$ cat config.mk
export PLATFORM = sky130hd
export DESIGN_NAME = sprite_mem_writer
export DESIGN_NICKNAME = d
export VERILOG_FILES = /design/src/rtl/sprite_pkg.sv /design/src/rtl/sprite_addr_counter.sv /design/src/rtl/sprite_mem_writer.sv
export SDC_FILE = /design/constraint.sdc
export NUM_CORES = 1
export LEC_CHECK = 0
export BUFFER_PORTS_ARGS = -buffer_cell sky130_fd_sc_hd__buf_2
export CAP_MARGIN = 10
export CELL_PAD_IN_SITES_DETAIL_PLACEMENT = 0
export CELL_PAD_IN_SITES_GLOBAL_PLACEMENT = 1
export CORE_AREA = 3 3 126 104
export CTS_BUF_LIST = sky130_fd_sc_hd__clkbuf_8
export CTS_CLUSTER_DIAMETER = 40
export DETAILED_ROUTE_END_ITERATION = 10
export DIE_AREA = 0 0 129 107
export PLACE_DENSITY_LB_ADDON = 0.1
export SETUP_SLACK_MARGIN = 0.2
export SYNTH_ARGS = -nofsm -noshare
export SYNTH_HDL_FRONTEND = slang
export SYNTH_SLANG_ARGS = --single-unit
$ cat constraint.sdc
create_clock -name clk -period 4.48 [get_ports clk]
set_clock_uncertainty 0.05 [all_clocks]
set_input_delay 0.448 -clock clk [delete_from_list [all_inputs] [get_ports clk]]
set_output_delay 0.448 -clock clk [all_outputs]
set_load 0.02 [all_outputs]
$ cat src/rtl/sprite_pkg.sv
// rtl/sprite_pkg.sv - shared widths, word limit and FSM encoding for the sprite memory paths
// Contents: ELEMENT_BITS, ADDR_BITS, DATA_BITS, SPRITE_WORDS, sprite_state_t
package sprite_pkg;

  localparam int ELEMENT_BITS = 3;
  localparam int ADDR_BITS    = 10;
  localparam int DATA_BITS    = 12;   // 4 bits each of R, G, B
  localparam int SPRITE_WORDS = 400;  // one 20x20 sprite

  typedef enum logic [1:0] {
    ST_IDLE  = 2'd0,
    ST_WRITE = 2'd1,
    ST_DONE  = 2'd2
  } sprite_state_t;

endpackage

$ cat src/rtl/sprite_addr_counter.sv
// rtl/sprite_addr_counter.sv - loadable word index with terminal flag and wrapped base+index address
// Ports:
//   clk, reset         clock, asynchronous active-high reset
//   load               capture load_base/load_length and clear the index
//   step               advance the index by one word
//   load_base          first word address
//   load_length        number of words (already clamped by the caller)
//   address            (base + index) mod 2^ADDR_BITS
//   last               index is the final word of the command
module sprite_addr_counter
  import sprite_pkg::*;
#(
  parameter int AW = sprite_pkg::ADDR_BITS
) (
  input  logic          clk,
  input  logic          reset,
  input  logic          load,
  input  logic          step,
  input  logic [AW-1:0] load_base,
  input  logic [AW-1:0] load_length,
  output logic [AW-1:0] address,
  output logic          last
);

  logic [AW-1:0] base_q;
  logic [AW-1:0] length_q;
  logic [AW-1:0] index_q;

  always_ff @(posedge clk or posedge reset) begin
    if (reset) begin
      base_q   <= '0;
      length_q <= '0;
      index_q  <= '0;
    end else if (load) begin
      base_q   <= load_base;
      length_q <= load_length;
      index_q  <= '0;
    end else if (step) begin
      index_q  <= index_q + AW'(1);
    end
  end

  // Truncation to AW bits gives the wrap past the top of memory for free.
  assign address = base_q + index_q;
  assign last    = (index_q == length_q - AW'(1));

endmodule

$ cat src/rtl/sprite_mem_writer.sv
// rtl/sprite_mem_writer.sv - loads a pixel stream into sprite memory, stalled during active video
// Ports:
//   clk, reset                          clock, asynchronous active-high reset
//   cmd_valid/cmd_ready                 load command handshake
//   cmd_element, cmd_base, cmd_length   target element, first address, word count
//   pix_valid/pix_ready, pix_data       pixel word handshake and data
//   video_enable                        display active-area flag
//   mem_write_enable, mem_element,
//   mem_address, mem_datain             registered sprite memory write port
//   busy                                command in progress
//   done                                one-cycle completion pulse
module sprite_mem_writer #(
  parameter int ELEMENT_BITS = sprite_pkg::ELEMENT_BITS,
  parameter int ADDR_BITS    = sprite_pkg::ADDR_BITS,
  parameter int DATA_BITS    = sprite_pkg::DATA_BITS,
  parameter int SPRITE_WORDS = sprite_pkg::SPRITE_WORDS,
  parameter bit BLANK_ONLY   = 1'b1
) (
  input  logic                    clk,
  input  logic                    reset,
  input  logic                    cmd_valid,
  output logic                    cmd_ready,
  input  logic [ELEMENT_BITS-1:0] cmd_element,
  input  logic [ADDR_BITS-1:0]    cmd_base,
  input  logic [ADDR_BITS-1:0]    cmd_length,
  input  logic                    pix_valid,
  output logic                    pix_ready,
  input  logic [DATA_BITS-1:0]    pix_data,
  input  logic                    video_enable,
  output logic                    mem_write_enable,
  output logic [ELEMENT_BITS-1:0] mem_element,
  output logic [ADDR_BITS-1:0]    mem_address,
  output logic [DATA_BITS-1:0]    mem_datain,
  output logic                    busy,
  output logic                    done
);

  import sprite_pkg::*;

  localparam logic [ADDR_BITS-1:0] MAX_LEN = ADDR_BITS'(SPRITE_WORDS);

  sprite_state_t         state_q, state_d;
  logic                  cmd_take;
  logic                  pix_take;
  logic                  last_word;
  logic [ADDR_BITS-1:0]  word_address;
  logic [ADDR_BITS-1:0]  length_clamped;

  assign length_clamped = (cmd_length > MAX_LEN) ? MAX_LEN : cmd_length;

  sprite_addr_counter #(
    .AW(ADDR_BITS)
  ) u_addr_counter (
    .clk        (clk),
    .reset      (reset),
    .load       (cmd_take),
    .step       (pix_take),
    .load_base  (cmd_base),
    .load_length(length_clamped),
    .address    (word_address),
    .last       (last_word)
  );

  always_ff @(posedge clk or posedge reset) begin
    if (reset) state_q <= ST_IDLE;
    else       state_q <= state_d;
  end

  always_comb begin
    state_d   = state_q;
    cmd_ready = 1'b0;
    pix_ready = 1'b0;
    cmd_take  = 1'b0;
    pix_take  = 1'b0;
    case (state_q)
      ST_IDLE: begin
        // Held low while reset is asserted so every output reads 0 in reset.
        cmd_ready = !reset;
        if (cmd_valid && !reset) begin
          cmd_take = 1'b1;
          state_d  = (cmd_length == '0) ? ST_DONE : ST_WRITE;
        end
      end
      ST_WRITE: begin
        // The memory has one port; the display owns it during active video.
        pix_ready = !(BLANK_ONLY && video_enable);
        pix_take  = pix_valid && pix_ready;
        if (pix_take && last_word) state_d = ST_DONE;
      end
      ST_DONE: state_d = ST_IDLE;
      default: state_d = ST_IDLE;
    endcase
  end

  assign busy = (state_q != ST_IDLE);
  assign done = (state_q == ST_DONE);

  always_ff @(posedge clk or posedge reset) begin
    if (reset) begin
      mem_write_enable <= 1'b0;
      mem_element      <= '0;
      mem_address      <= '0;
      mem_datain       <= '0;
    end else begin
      mem_write_enable <= pix_take;
      if (cmd_take) mem_element <= cmd_element;
      if (pix_take) begin
        mem_address <= word_address;
        mem_datain  <= pix_data;
      end
    end
  end

endmodule

==> results.yml <==
global_route:
  antenna_found_initial: 0
  grt_pass1_wl_mm: 13.05
  grt_pass1_vias: 2470
  track_usage: 0.1227
  grt_max_degree: 59
  grt.overflow.total: 0
floorplanning:
  die-area_sq_um: 13800
  start_util: 0.2464
  die_h_um: 107
  rows: 36
  dieWidth_um: 129
  core-area_sq_um: 11980
  io-pin-count: 70
detailed_routing:
  drt_iter0_markers: 98
  vias: 2395
  vias_per_cell: 4.308
  dr.pass1.iters: 4
  drt-total-wl_mm: 7.797
  drc: 0
  postRouteAntennaNets: 0
  wl_per_cell_um: 14.02
worst_setup_path:
  crit_required_ns: 4.71
  reg2reg_to: "u_addr_counter.length_q[2]$_DFFE_PP0P_"
  setup.worst_path.start_class: "flip-flop"
  crit_path_max_fanout: 22
  cp-end-kind: "flip-flop"
  cp.arrival_ns: 2.68
  rr_worst_depth: 5
  rr_startpoint: "state_q[0]$_DFFE_PP0P_"
  r2r_slack_ns: 2.03
  crit_type: "reg2reg"
layout:
  fillerInstances: 1314
  mostFrequentLayoutCells: "nand2_1, buf_2, dfrtp_1"
  n_antenna_cell: 0
  layout.cells.non_filler: 556
  area_growth_pct: 24.49
  final_common_cell: "nand2_1"
  num-nets-final: 451
  drive_above_1_share: 0.2327
  fin_area_sq_um: 3676
placed_design:
  gp_congestion: 0.7264
  post-place-ws_ns: 1.926
  dpl_cell_area_sq_um: 3466
  dp_hpwl_mm: 5.423
  place_inst: 539
  portBuffers: 69
sta:
  max_freq_ghz: 0.4087
  final.setup.worst_slack_ns: 2.033
  min_period_over_period: 0.5462
  worstMarginPinSlew_ns: 0.8534
  slew_viol_final: 0
  relSlewSlack: 0.4297
  rsz0062_at_grt: "no"
  finalSetupViolCount: 0
  finalHoldViolations: 0
  setup_tns_ns: 0
  fin_crit_ns: 2.447
pwr:
  p_leak_nw: 1.817
  combPwrFrac: 0.424
  power_frac_clock: 0.192
  internal_power_mw: 1.382
  switching_share: 0.4138
  power_density_nw_per_um2: 641.3
  seqPwrFrac: 0.384
  switchingPower_uw: 975.6
  vdd_ir_drop_max_uv: 218.5
clock_tree:
  insertion_delay_ns: 0.34
  cts_max_path_buffers: 2
  cts_setup_buffers: 0
  clockRootBuffer: "clkbuf_8"
  postCtsResizedCells: 0
  numCtsBuffers: 9
  cts_max_level: 3
  clkTransAtPathRegs_ns: 0.07
  cts_num_sinks: 58
  tritoncts: "yes"
  ctsHoldBuffers: 0
yosys:
  syn_area_sq_um: 2953
  synth_seq_cells: 58
  seq_area_frac_synth: 0.4915
  synth_edf_count: 0
  synth_fp_nets: 379
  syn_inst: 327
  syn_area_per_cell_sq_um: 9.030
  synth_ff_type: "dfrtp_1"
  synthArstFlopShare: 1.000
  synth.distinct_cells: 44
  yosysWarnings: 0
worst_hold_path:
  hold_start: "pix_data[4]"
  min_to: "mem_datain[4]$_DFFE_PP0P_"
  hold-path-cell-count: 3
  hold_path_class: "in2reg"
status:
  outcome: "completed"
job:
  maxCapViolCount: 0
==> state kept, by name (all words and copies together) (netlist names) <==
name,count
mem_address,10
mem_datain,12
mem_element,3
mem_write_enable,1
state_q,2
u_addr_counter.base_q,10
u_addr_counter.index_q,10
u_addr_counter.length_q,10
==> worst max-delay path by stage <==
stage,endpoint,from,depth (start not counted),slack (ns)
final,u_addr_counter.length_q[2]$_DFFE_PP0P_,state_q[0]$_DFFE_PP0P_,5,2.03
after global routing,mem_address[8]$_DFFE_PP0P_,u_addr_counter.index_q[0]$_DFFE_PP0P_,9,1.67
after CTS,u_addr_counter.length_q[1]$_DFFE_PP0P_,state_q[0]$_DFFE_PP0P_,6,1.97
after detailed placement,u_addr_counter.index_q[9]$_DFFE_PP0P_,video_enable,9,1.93
after global placement,u_addr_counter.index_q[9]$_DFFE_PP0P_,video_enable,9,1.95
after floorplan,mem_address[8]$_DFFE_PP0P_,u_addr_counter.index_q[0]$_DFFE_PP0P_,9,2.27
==> kinds of logic (layout without fill, tap and decap cells) <==
family | Yosys count | after routing | share of synthesized area
AOI/OAI and AO/OA | 49 | 49 | 0.1123
adders and majority gates | 12 | 12 | 0.05339
buffers and inverters | 27 | 104 | 0.03432
xor gates and xnor gates | 25 | 25 | 0.07415
muxes | 1 | 1 | 0.003813
DFF | 58 | 58 | 0.4915
and+or+nand+nor | 155 | 155 | 0.2305
==> per-layer routing <==
metal / GRT usage / share of wire / vias to the layer above
met2: 0.1661 / 0.40 / 44
met1: 0.1849 / 0.54 / 1108
met5: 0 / 0 / -
met4: 0.02924 / 0.010 / 0
li1: - / - / 1237
met3: 0.04233 / 0.053 / 6
==> power groups by stage <==
stage	registers (mW)	logic [mW]	clock network, mW
3_3_place_gp	0.917	1.02	0
3_5_place_dp	0.918	1.01	0
2_1_floorplan	0.981	0.632	0
4_1_cts	0.911	1.01	0.479
6_report	0.905	1.00	0.452
5_1_grt	0.945	1.15	0.500
==> worst max-delay path: stages (launching register included) <==
cell and delay (ns):
dfrtp_1 0.40, or2_2 0.30, nor2_1 0.15, nand2_1 0.53
a311oi_2 0.74, a22o_2 0.23
==> area by class of cell <==
class / count / area [sq um] / share of cell area
Tap cell: 152 / 190.2 / 0.05174
Inverter: 15 / 56.30 / 0.01532
Multi-Input combinational cell: 242 / 1400 / 0.3809
Clock inverter: 4 / 17.52 / 0.004765
Clock buffer: 12 / 165.2 / 0.04493
Sequential cell: 58 / 1451 / 0.3948
Timing Repair Buffer: 73 / 395.4 / 0.1076
==> cells in the mapped netlist (2+ instances only) <==
library cell / instances / area share
dfrtp_1: 58 / 0.49
o21ai_0: 16 / 0.027
buf_1: 2 / 0.0025
or3_1: 3 / 0.0064
o21bai_1: 3 / 0.0076
a22o_1: 3 / 0.0089
nand3_1: 5 / 0.0085
a21oi_1: 10 / 0.017
inv_1: 15 / 0.019
o31ai_1: 2 / 0.0051
nor3_1: 10 / 0.017
ha_1: 11 / 0.047
nand2b_1: 2 / 0.0042
nor2b_1: 2 / 0.0042
nand2_1: 98 / 0.12
nand4_1: 4 / 0.0085
o21a_1: 3 / 0.0076
clkbuf_1: 10 / 0.013
and3_1: 2 / 0.0042
xor2_1: 8 / 0.024
a211oi_1: 2 / 0.0051
xnor2_1: 17 / 0.050
nor2_1: 19 / 0.024
and2_1: 2 / 0.0042
==> stage by stage <==
step	util	hold WS, ns	power [mW]
2_1_floorplan	-	0.3997	1.613
3_3_place_gp	0.2893	0.4046	1.934
3_5_place_dp	0.2893	0.4062	1.924
4_1_cts	0.3045	0.2164	2.401
5_1_grt	0.3068	0.2267	2.593
6_report	0.3068	0.2400	2.358
No activity file was read; power rests on OpenSTA's default activity.
